## config.mk

```make
export PLATFORM = sky130hd
export DESIGN_NAME = pipe_stage_elastic
export DESIGN_NICKNAME = d
export VERILOG_FILES = /design/src/rtl/pipe_pkg.sv /design/src/rtl/pipe_slot.sv /design/src/rtl/pipe_stage_elastic.sv
export SDC_FILE = /design/constraint.sdc
export NUM_CORES = 1
export LEC_CHECK = 0
export ABC_AREA = 1
export BUFFER_PORTS_ARGS = -buffer_cell sky130_fd_sc_hd__buf_2
export CAP_MARGIN = 20
export CORE_MARGIN = 2
export CORE_UTILIZATION = 40
export DETAILED_ROUTE_END_ITERATION = 7
export GPL_TIMING_DRIVEN = 0
export PLACE_DENSITY = 0.65
export SLEW_MARGIN = 20
export SYNTH_ARGS = -nofsm -noshare
export SYNTH_HDL_FRONTEND = slang
export SYNTH_SLANG_ARGS = --single-unit
export TNS_END_PERCENT = 30
```

## constraint.sdc

```tcl
create_clock -name clk -period 1.3 [get_ports clk]
set_input_delay 0.065 -clock clk [delete_from_list [all_inputs] [get_ports clk]]
set_output_delay 0.065 -clock clk [all_outputs]
set_load 0.1 [all_outputs]
```

## src/rtl/pipe_pkg.sv

```systemverilog
// Shared pipeline-register definitions: EX/MEM field positions and default widths.
package pipe_pkg;

  localparam int unsigned CTRL_W_DEF = 5;
  localparam int unsigned DATA_W_DEF = 97;
  localparam int unsigned ADDR_W_DEF = 5;
  localparam int unsigned CNT_W_DEF  = 16;

  // Control bundle bit positions: WB {RegWrite, MemtoReg}, MEM {Branch, MemRead, MemWrite}
  localparam int unsigned RW_BIT  = 4;
  localparam int unsigned MTR_BIT = 3;
  localparam int unsigned BR_BIT  = 2;
  localparam int unsigned MR_BIT  = 1;
  localparam int unsigned MW_BIT  = 0;

  localparam int unsigned WORD_W   = 32;
  localparam int unsigned PC_LSB   = 65;
  localparam int unsigned ALU_LSB  = 33;
  localparam int unsigned WD_LSB   = 1;
  localparam int unsigned ZERO_BIT = 0;

  typedef struct packed {
    logic [WORD_W-1:0] pc;
    logic [WORD_W-1:0] alu;
    logic [WORD_W-1:0] wd;
    logic              zero;
  } exmem_data_t;

endpackage

```

## src/rtl/pipe_slot.sv

```systemverilog
// One valid+payload register; clear drops the entry and zeroes its control bits.
module pipe_slot #(
  parameter int unsigned CTRL_W = pipe_pkg::CTRL_W_DEF,
  parameter int unsigned DATA_W = pipe_pkg::DATA_W_DEF,
  parameter int unsigned ADDR_W = pipe_pkg::ADDR_W_DEF
) (
  input  logic              clk,
  input  logic              rst,
  input  logic              load_i,
  input  logic              clr_i,
  input  logic [CTRL_W-1:0] ctrl_i,
  input  logic [DATA_W-1:0] data_i,
  input  logic [ADDR_W-1:0] dest_i,
  output logic              valid_o,
  output logic [CTRL_W-1:0] ctrl_o,
  output logic [DATA_W-1:0] data_o,
  output logic [ADDR_W-1:0] dest_o
);

  logic              valid_q;
  logic [CTRL_W-1:0] ctrl_q;
  logic [DATA_W-1:0] data_q;
  logic [ADDR_W-1:0] dest_q;

  // Data and dest are kept on clear so a bubble still shows the last payload
  always_ff @(posedge clk) begin
    if (!rst) begin
      valid_q <= 1'b0;
      ctrl_q  <= '0;
      data_q  <= '0;
      dest_q  <= '0;
    end else if (clr_i) begin
      valid_q <= 1'b0;
      ctrl_q  <= '0;
    end else if (load_i) begin
      valid_q <= 1'b1;
      ctrl_q  <= ctrl_i;
      data_q  <= data_i;
      dest_q  <= dest_i;
    end
  end

  assign valid_o = valid_q;
  assign ctrl_o  = ctrl_q;
  assign data_o  = data_q;
  assign dest_o  = dest_q;

endmodule

```

## src/rtl/pipe_stage_elastic.sv

```systemverilog
// Elastic pipeline register: head + skid slot with valid/ready, flush, bubble
// zeroing of control, forwarding tap and saturating stall counter.
module pipe_stage_elastic #(
  parameter int unsigned CTRL_W = pipe_pkg::CTRL_W_DEF,
  parameter int unsigned DATA_W = pipe_pkg::DATA_W_DEF,
  parameter int unsigned ADDR_W = pipe_pkg::ADDR_W_DEF,
  parameter int unsigned RW_BIT = pipe_pkg::RW_BIT,
  parameter int unsigned CNT_W  = pipe_pkg::CNT_W_DEF
) (
  input  logic              clk,
  input  logic              rst,
  input  logic              flush,
  input  logic              in_valid,
  output logic              in_ready,
  input  logic [CTRL_W-1:0] in_ctrl,
  input  logic [DATA_W-1:0] in_data,
  input  logic [ADDR_W-1:0] in_dest,
  output logic              out_valid,
  input  logic              out_ready,
  output logic [CTRL_W-1:0] out_ctrl,
  output logic [DATA_W-1:0] out_data,
  output logic [ADDR_W-1:0] out_dest,
  output logic              fwd_valid,
  output logic [ADDR_W-1:0] fwd_dest,
  output logic [1:0]        occ,
  output logic [CNT_W-1:0]  stall_cnt
);

  logic              head_v, skid_v;
  logic [CTRL_W-1:0] head_ctrl, skid_ctrl, head_ctrl_in;
  logic [DATA_W-1:0] head_data, skid_data, head_data_in;
  logic [ADDR_W-1:0] head_dest, skid_dest, head_dest_in;
  logic              head_load, head_clr, skid_load, skid_clr;
  logic              accept, pop;
  logic [CNT_W-1:0]  cnt_q, cnt_d;

  assign in_ready = rst & ~skid_v;
  assign accept   = in_valid & in_ready;
  assign pop      = head_v & out_ready;

  // Slot control: flush wins; a freed head refills from skid first, then from input
  always_comb begin
    head_load = 1'b0;
    head_clr  = 1'b0;
    skid_load = 1'b0;
    skid_clr  = 1'b0;
    if (flush) begin
      head_clr = 1'b1;
      skid_clr = 1'b1;
    end else if (!head_v || pop) begin
      if (skid_v) begin
        head_load = 1'b1;
        skid_clr  = 1'b1;
      end else if (accept) begin
        head_load = 1'b1;
      end else if (head_v) begin
        head_clr = 1'b1;
      end
    end else if (accept) begin
      skid_load = 1'b1;
    end
  end

  assign head_ctrl_in = skid_v ? skid_ctrl : in_ctrl;
  assign head_data_in = skid_v ? skid_data : in_data;
  assign head_dest_in = skid_v ? skid_dest : in_dest;

  pipe_slot #(.CTRL_W(CTRL_W), .DATA_W(DATA_W), .ADDR_W(ADDR_W)) u_head (
    .clk     (clk),
    .rst     (rst),
    .load_i  (head_load),
    .clr_i   (head_clr),
    .ctrl_i  (head_ctrl_in),
    .data_i  (head_data_in),
    .dest_i  (head_dest_in),
    .valid_o (head_v),
    .ctrl_o  (head_ctrl),
    .data_o  (head_data),
    .dest_o  (head_dest)
  );

  pipe_slot #(.CTRL_W(CTRL_W), .DATA_W(DATA_W), .ADDR_W(ADDR_W)) u_skid (
    .clk     (clk),
    .rst     (rst),
    .load_i  (skid_load),
    .clr_i   (skid_clr),
    .ctrl_i  (in_ctrl),
    .data_i  (in_data),
    .dest_i  (in_dest),
    .valid_o (skid_v),
    .ctrl_o  (skid_ctrl),
    .data_o  (skid_data),
    .dest_o  (skid_dest)
  );

  // Back-pressure counter saturates; only reset clears it
  always_comb begin
    cnt_d = cnt_q;
    if (head_v && !out_ready && (cnt_q != {CNT_W{1'b1}})) begin
      cnt_d = cnt_q + CNT_W'(1);
    end
  end

  always_ff @(posedge clk) begin
    if (!rst) begin
      cnt_q <= '0;
    end else begin
      cnt_q <= cnt_d;
    end
  end

  assign out_valid = head_v;
  assign out_ctrl  = head_ctrl;
  assign out_data  = head_data;
  assign out_dest  = head_dest;
  assign fwd_valid = head_v & head_ctrl[RW_BIT];
  assign fwd_dest  = head_dest;
  assign occ       = 2'(head_v) + 2'(skid_v);
  assign stall_cnt = cnt_q;

endmodule

```

After elaboration in Yosys (flattened, before gate mapping)
Index checks and enable logic that the tools add are counted.
{ "totals": {"latchBits": 0, "ramBits": 0, "ff_bits": 232, "word_cells": 46, "inputBits": 112, "romBits": 0, "mem_count": 0} }
{ "classes": {"eq_ne": 1, "mux": 17, "n_mul": 0, "order_cmp": 0, "n_reduce_logical": 9, "add_sub_neg": 2, "n_shift": 0, "div": 0, "bitwise_logic": 8} }
{ "op_table": {"columns": ["operator", "count"], "rows": [
  ["97-bit 2-to-1 mux", 1],
  ["16-bit by 1-bit adder with 16-bit output, second input constant", 1],
  ["16-bit inequality test, second input constant", 1],
  ["1-bit 2-to-1 mux", 14],
  ["5-bit 2-to-1 mux", 2],
  ["1-bit AND", 4],
  ["1-bit NOT", 4],
  ["2-bit AND reduction", 2],
  ["2-bit OR reduction", 2],
  ["1-bit by 1-bit adder with 2-bit output", 1],
  ["1-bit logical AND", 2],
  ["1-bit zero test", 2],
  ["1-bit logical OR", 1]
]} }

Logic depth before layout (Yosys ltp)
Gate-level depths: netlist of run 1.
{ "logic_depth": {"depth_word": 9, "depth_mapped": 10, "mapped_depth_nobuf": 10} }

Hierarchy
Synthesis of run 1 repeated with hierarchy kept, for this count alone.
{ "unflattened": {"hier_cells": 1898, "hier_area_um2": 11486.0} }
{ "modules_own_cells": {"columns": ["module", "area_each_um2", "cells_each", "seq_area_each_um2", "instances"], "rows": [
  ["pipe_slot", 4528.1, 684, 2162.1, 2],
  ["pipe_stage_elastic", 2429.8, 530, 320.3, 1]
]} }

Worst setup path after synthesis of run 1
Ideal clock, no wire load.
{ "synth_timing": {"kind": "reg-to-reg", "from": "register cnt_q[1] (netlist: stall_cnt[1])", "to": "register cnt_q[11] (netlist: stall_cnt[11])", "arrival_ns": 2.189, "path_slack_ns": -0.959, "path_stages_with_launch": 11, "synth_period_minus_slack_ns": 2.259, "cell_sequence": "dfxtp_1 ha_1 nand2_1 nor2_2 nand2_1 clkinv_1 nand2_2 nand2_1 buf_4 nand2_1 a21oi_1"} }
{ "synth_between": {"elab_chain_len": 2, "word_cells_on_any_way": 3, "classes_between": "add/sub (1); eq/ne (1); reduce/logical (1)"} }
{ "synth_rtl": {"columns": ["element", "line", "text"], "rows": [
  ["start, declared", "pipe_stage_elastic.sv:35", "logic [CNT_W-1:0] cnt_q, cnt_d;"],
  ["start signal, assigned", "pipe_stage_elastic.sv:108", "cnt_q <= cnt_d;"],
  ["branches (longest 2 deep; another with 16-bit by 1-bit adder with 16-bit output)", null, null]
]} }
Parallel ways; which one is timed is not known.
A chain may end at the register's enable or synchronous reset.

Final worst setup path of run 1
{ "layout_timing": {"from": "register u_head.valid_q (netlist: u_head.valid_o)", "to": "register u_head.dest_q[4] (netlist: u_head.dest_o[4])"} }
{ "layout_between": {"elab_chain_len": 7, "word_cells_on_any_way": 12, "classes_between": "mux (7); bitwise (2); reduce/logical (3)"} }
{ "layout_rtl": {"columns": ["element", "line", "text"], "rows": [
  ["start, declared", "pipe_slot.sv:20", "logic valid_q;"],
  ["start signal, assigned", "pipe_slot.sv:28", "valid_q <= 1'b0;"],
  ["start signal, assigned", "pipe_slot.sv:33", "valid_q <= 1'b0;"],
  ["start signal, assigned", "pipe_slot.sv:36", "valid_q <= 1'b1;"],
  ["1-bit 2-to-1 mux", "pipe_stage_elastic.sv:56", "end else if (head_v) begin"],
  ["1-bit 2-to-1 mux", "pipe_stage_elastic.sv:54", "end else if (accept) begin"],
  ["1-bit 2-to-1 mux", "pipe_stage_elastic.sv:51", "if (skid_v) begin"],
  ["1-bit 2-to-1 mux", "pipe_stage_elastic.sv:50", "end else if (!head_v || pop) begin"],
  ["1-bit 2-to-1 mux", "pipe_stage_elastic.sv:47", "if (flush) begin"],
  ["1-bit NOT (no source line)", null, null],
  ["2-bit AND reduction (no source line) *", null, null],
  ["end signal, assigned", "pipe_slot.sv:39", "dest_q <= dest_i;"],
  ["end, declared", "pipe_slot.sv:23", "logic [ADDR_W-1:0] dest_q;"]
]} }
Mark *: on every way between the ends. The rest lies on a longest branch, timed or not.

==> reports/results.md, run 1 <==
• 540 ps — worst-skew pair later-pin latency
• 33650 µm — Routed Wire Length
• 7.297 nW — P_leak
• finished, violations left — status
• 1 — H-tree depth
• 117.7% — Final Cycle Share
• -230 ps — r2r setup slk
• 0 — total count of max-transition violations in the final report
• -35160 ps — TNS Setup
• 20070 µm — detailed-placement wirelength estimate
• 247 — Final setup viols
• 2 — antenna violations before repair
• 5 — Hold Path Cell Cnt
• 25900 µm² — die footprint
• 245 — number of top-level pins
• 620 — number of DRC violations after detailed-routing iteration 0
• 61.57% — Layout area overhead
• 370 ps — highest cell delay on the worst timing path
• in -> reg — Min-Delay Path Class
• 1803 — Final #Nets
• 16.54 µm — average wire per standard cell
• 232 — synthesized flop and latch total
• 10280 — vias post-DR
• 47.14% — sequential share of the synthesized area
• 232 — count of clock tree sinks
• 32.36 ps — setup skew after layout
• rst — launch instance of the worst min-delay path
• 34 — distinct cell type count of the synthesized netlist
• 57 — row count
• 5.050 — Vias/cell
• 60 ps — clock-pin slew on the worst setup and hold paths
• 65.65% — Core Util, Final
• clkbuf_16 — CTS Root Cell
• u_head.valid_o — worst reg2reg startpoint
• 0 — Ys Warns
• setup timing — violated checks
• true — setup repair after global routing missed its margin
• 14 — pin count of the biggest net entering global routing
• inv_4, nor2_8, nor3_4, buf_6, buf_12, inv_8, buf_12, nor2_4, nor2_1 — CP cell instances
• 1260 — number of instances in the synthesized netlist
• 39.14% — worst rel slew slack
• 9852 µm² — post-synthesis instance area
• 1700 ps — Data required, critical path
• 0 — Antenna Nets Post-Route
• 9 — r2r worst-path depth
• 24250 µm² — Core Area
• buf_12 — CP dominant cell by count
• 17.77 mW — final total power
• 0.8380 — final estimated routing congestion in global placement
• buffers and inverters — Crit path max-delay family
• 36.81% — fraction of layout instances using a drive strength above 1
• 7.819 µm² — per-instance average area after synthesis
• 0 — drc violations
• 0 — total gr overflow
• flip-flop — critical path launch point type
• u_head.dest_o[4] — Reg-to-Reg End
• 160.9 µm — Die Y-Extent
• 913.0 ps — slew of the pin with the lowest slew margin
• 40.63% — Initial Util
• built — TritonCTS clock tree
• 9869 — number of global-route vias before repair
• 243 — number of port buffers
• u_skid.ctrl_o[3] — worst hold path endpoint
• 160.9 µm — width of the die
• 22.30 ps — Final Hold Slack
• 5 — Buf/Inv on CP
• flip-flop — category of the worst setup path capture point
• 244 x nand2_1, 210 x dfxtp_1, 191 x nor2_1 — commonest cells after routing, fill and taps aside
• -230.3 ps — smallest setup slack after layout
• 1530 ps — post-layout minimum cycle time
• 1374 — Synth Net Count
• dfxtp_4 — Crit-path slowest cell
• 0.6535 GHz — highest clock rate
• 23.82% — Overall Global Routing Usage
• 0 — max cap viols
• 5 — first drt pass iteration count
• 26 — TritonCTS buffer count
• 50450 µm — global-route wire length before repair
• 1117 nW/µm² — power per cell area
• reg -> reg — Setup Crit Path Kind
• 3 — CTS max path bufs
• 0 — number of hold violations in the final report
• 1930 ps — critical path data arrival time
• nand2_1 — most common cell after layout, fill and taps aside
• 0.001033 V — Worst VDD drop
• 10 — maximum fanout along the worst path
## routing by layer
metal	routed length, µm	GRT usage, %
met1	14660	30.71
met4	774	7.224
met5	0	0
met2	16230	40.42
met3	1988	4.597
## cell type report
class / instances / area [µm²]
Buffer: 99 / 949.7
Antenna cell: 2 / 5.005
Timing Repair Buffer: 403 / 3695
Inverter: 48 / 198.9
Clock inverter: 15 / 113.9
Multi-Input combinational cell: 879 / 5119
Tap cell: 324 / 405.4
Sequential cell: 232 / 4705
Fill cell: 1929 / 8330
Clock buffer: 33 / 726.9
## metrics by stage
stage / setup slack (ps) / area [µm²] / cells
5_1_grt: -290.2 / 15920 / 2035
3_3_place_gp: -391.0 / 11670 / 1827
2_1_floorplan: -394.7 / 10040 / 1260
3_5_place_dp: -379.2 / 11670 / 1827
6_report: -230.3 / 15920 / 2035
4_1_cts: -227.9 / 14770 / 2017
## worst max path at each step
stage | startpoint | cells past startpoint | endpoint
CTS | u_head.valid_o | 9 | u_head.data_o[56]
global route | u_skid.valid_o | 6 | u_head.data_o[12]
global placement | rst | 4 | u_head.data_o[10]
finish | u_head.valid_o | 9 | u_head.dest_o[4]
detailed placement | rst | 4 | u_head.data_o[63]
floorplan | u_skid.valid_o | 7 | u_skid.data_o[38]
## worst reg2reg max path: cells and delay by family, from the launching register on
family	cells	cell delay (ps)
and+or+nand+nor	4	400
DFF	1	370
buffers and inverters	5	630
## state kept, by name (all words and copies together) (netlist names)
name and cells:
stall_cnt 16, u_head.dest_o 5, u_skid.ctrl_o 5, u_head.ctrl_o 5
u_skid.dest_o 5, u_head.valid_o 1, u_skid.data_o 97, u_skid.valid_o 1
u_head.data_o 97
## report_power, final
| group | switching, mW | total (mW) | internal [mW] |
|---|---|---|---|
| Clock | 3.04 | 7.20 | 4.16 |
| Sequential | 0.115 | 7.39 | 7.27 |
| Combinational | 2.17 | 3.19 | 1.02 |
| Total | 5.33 | 17.8 | 12.4 |
## kinds of logic after synthesis
logic type,synth area share (%)
xor gates and xnor gates,0.4446
buffers and inverters,8.598
adders and majority gates,0.2540
DFF,47.14
and+or+nand+nor,25.07
AOI/OAI and AO/OA,18.49
## synth_stat cells, drive strengths merged
cell / count / area [µm²]
inv: 47 / 181.4
a31oi: 1 / 6.260
xnor2: 2 / 17.52
a21boi: 1 / 7.510
a21oi: 36 / 183.9
nand2: 250 / 940.9
dfxtp: 232 / 4644
nand4: 6 / 52.55
o21a: 1 / 7.510
o21ai: 157 / 785.8
clkinv: 1 / 3.750
ha: 2 / 25.02
buf: 58 / 496.7
nand3b: 1 / 7.510
nor3: 1 / 16.27
clkbuf: 43 / 165.1
o211a: 83 / 830.8
nor2: 244 / 997.2
xor2: 3 / 26.28
nand3: 91 / 455.4
## repair_timing
item | 4_1_cts | 5_1_grt
cloned | 17 | 13
buffers inserted | 18 | 9
pin swaps | 29 | 30
hold buffers | 108 | 0
endpoints found under the setup margin | 363 | 363
resized for setup | 176 | 383
endpoints found under the hold margin | 220 | 0
(Power assumes the default switching activity.)
==> run 2: changes to the inputs <==
Settings changed: RECOVER_POWER set to 100.
==> run 2 against run 1 <==
Against the previous run:
- the run still ends with setup timing left
- non-clock buffer count stayed put
- setup slack better by 0.68 ps
- via count is 0.13% higher
==> reports/results.md, run 2 (same netlist as run 1, synthesis figures left out) <==
• finished, violations left — status
• setup timing — violated checks
• 0.001033 V — Worst VDD drop
• 1700 ps — Data required, critical path
• 60 ps — clock-pin slew on the worst setup and hold paths
• 20070 µm — detailed-placement wirelength estimate
• in -> reg — Min-Delay Path Class
• 24250 µm² — Core Area
• 1119 nW/µm² — power per cell area
• -230 ps — r2r setup slk
• 243 — number of port buffers
• buf_12 — CP dominant cell by count
• 247 — Final setup viols
• 5.056 — Vias/cell
• 1803 — Final #Nets
• 0 — max cap viols
• 36.81% — fraction of layout instances using a drive strength above 1
• 2 — antenna violations before repair
• 0.8380 — final estimated routing congestion in global placement
• inv_4, nor2_8, nor3_4, buf_6, buf_12, inv_8, buf_12, nor2_4, nor2_1 — CP cell instances
• 38.97% — worst rel slew slack
• 245 — number of top-level pins
• 370 ps — highest cell delay on the worst timing path
• flip-flop — critical path launch point type
• 5 — first drt pass iteration count
• flip-flop — category of the worst setup path capture point
• 0.6537 GHz — highest clock rate
• 1827 — # placed instances
• 9869 — number of global-route vias before repair
• 0 — total gr overflow
• 16.53 µm — average wire per standard cell
• 3 — CTS max path bufs
• 1530 ps — post-layout minimum cycle time
• 57 — row count
• 23.82% — Overall Global Routing Usage
• 61.40% — Layout area overhead
• true — setup repair after global routing missed its margin
• 623 — number of DRC violations after detailed-routing iteration 0
• 0 — drc violations
• clkbuf_16 — CTS Root Cell
• 5 — Buf/Inv on CP
• reg -> reg — Setup Crit Path Kind
• 160.9 µm — width of the die
• -229.7 ps — smallest setup slack after layout
• 244 x nand2_1, 210 x dfxtp_1, 191 x nor2_1 — commonest cells after routing, fill and taps aside
• 10290 — vias post-DR
• 160.9 µm — Die Y-Extent
• 50450 µm — global-route wire length before repair
• 1930 ps — critical path data arrival time
• 33640 µm — Routed Wire Length
• 2035 — final standard cell count with taps included and fillers excluded
• buffers and inverters — Crit path max-delay family
• 7.293 nW — P_leak
• built — TritonCTS clock tree
• 14 — pin count of the biggest net entering global routing
• 0 — Antenna Nets Post-Route
• 30.39 ps — setup skew after layout
• 1 — H-tree depth
• 232 — count of clock tree sinks
• 25900 µm² — die footprint
• 40.63% — Initial Util
• 10 — maximum fanout along the worst path
• 0 — total count of max-transition violations in the final report
• 26 — TritonCTS buffer count
• nand2_1 — most common cell after layout, fill and taps aside
• 915.5 ps — slew of the pin with the lowest slew margin
• 117.7% — Final Cycle Share
• dfxtp_4 — Crit-path slowest cell
• 540 ps — worst-skew pair later-pin latency
• -379.2 ps — DP Worst Slack
• 0 — number of hold violations in the final report
[run 2: what timing repair did]
item	CTS	global route
setup endpoints to repair	363	363
hold buffers	108	0
endpoints found under the hold margin	220	0
resized for setup	176	383
cloned	17	13
pin swaps	29	30
setup buffers	18	9
[run 2: worst min-delay path: cells and delay by family]
| family | cells | cell delay [ps] |
|---|---|---|
| and+or+nand+nor | 2 | 170 |
| buffers and inverters | 1 | 160 |
| AOI/OAI and AO/OA | 2 | 120 |
[run 2: report_power, final]
part	switching [mW]	total, mW	internal [mW]
sequential	0.115	7.40	7.28
clock	3.05	7.21	4.16
combinational	2.17	3.19	1.02
total	5.33	17.8	12.5
[run 2: cell type report]
| type | count | area [µm²] |
|---|---|---|
| fillers | 1935 | 8347 |
| multi-input cells | 879 | 5119 |
| flip-flops and latches | 232 | 4692 |
| repair buffers | 403 | 3691 |
| plain buffers | 99 | 949.7 |
| clock buffers | 33 | 726.9 |
| well taps | 324 | 405.4 |
| inverters | 48 | 198.9 |
| clock inverters | 15 | 113.9 |
| diodes | 2 | 5.005 |
[run 2: metal layers]
metal	routed length [µm]	global-route usage, %	share of wire, %
met1	14590	30.71	43
met2	16260	40.42	48
met3	2018	4.597	6.0
met4	774	7.224	2.3
met5	0	0	0
[run 2: path summary, 6_finish.rpt]
kind,cells past startpoint,to,from
worst max-delay path,9,u_head.dest_o[4],u_head.valid_o
worst min-delay path,5,u_skid.ctrl_o[3],rst
worst max register to register,9,u_head.dest_o[4],u_head.valid_o
worst min register to register,2,u_skid.data_o[74],u_skid.data_o[74]
[run 2: through the flow]
step | hold slack, ps | cell area, µm² | total power, mW | TNS [ps] | util, %
CTS | 40.18 | 14770 | 17.60 | -49720 | 60.91
global placement | 313.5 | 11670 | 10.03 | -59060 | 48.11
detailed placement | 320.9 | 11670 | 10.04 | -59860 | 48.11
floorplan | 208.1 | 10040 | 9.459 | -64730 | -
finish | 22.64 | 15900 | 17.79 | -34960 | 65.58
global route | 41.16 | 15900 | 18.36 | -51380 | 65.58
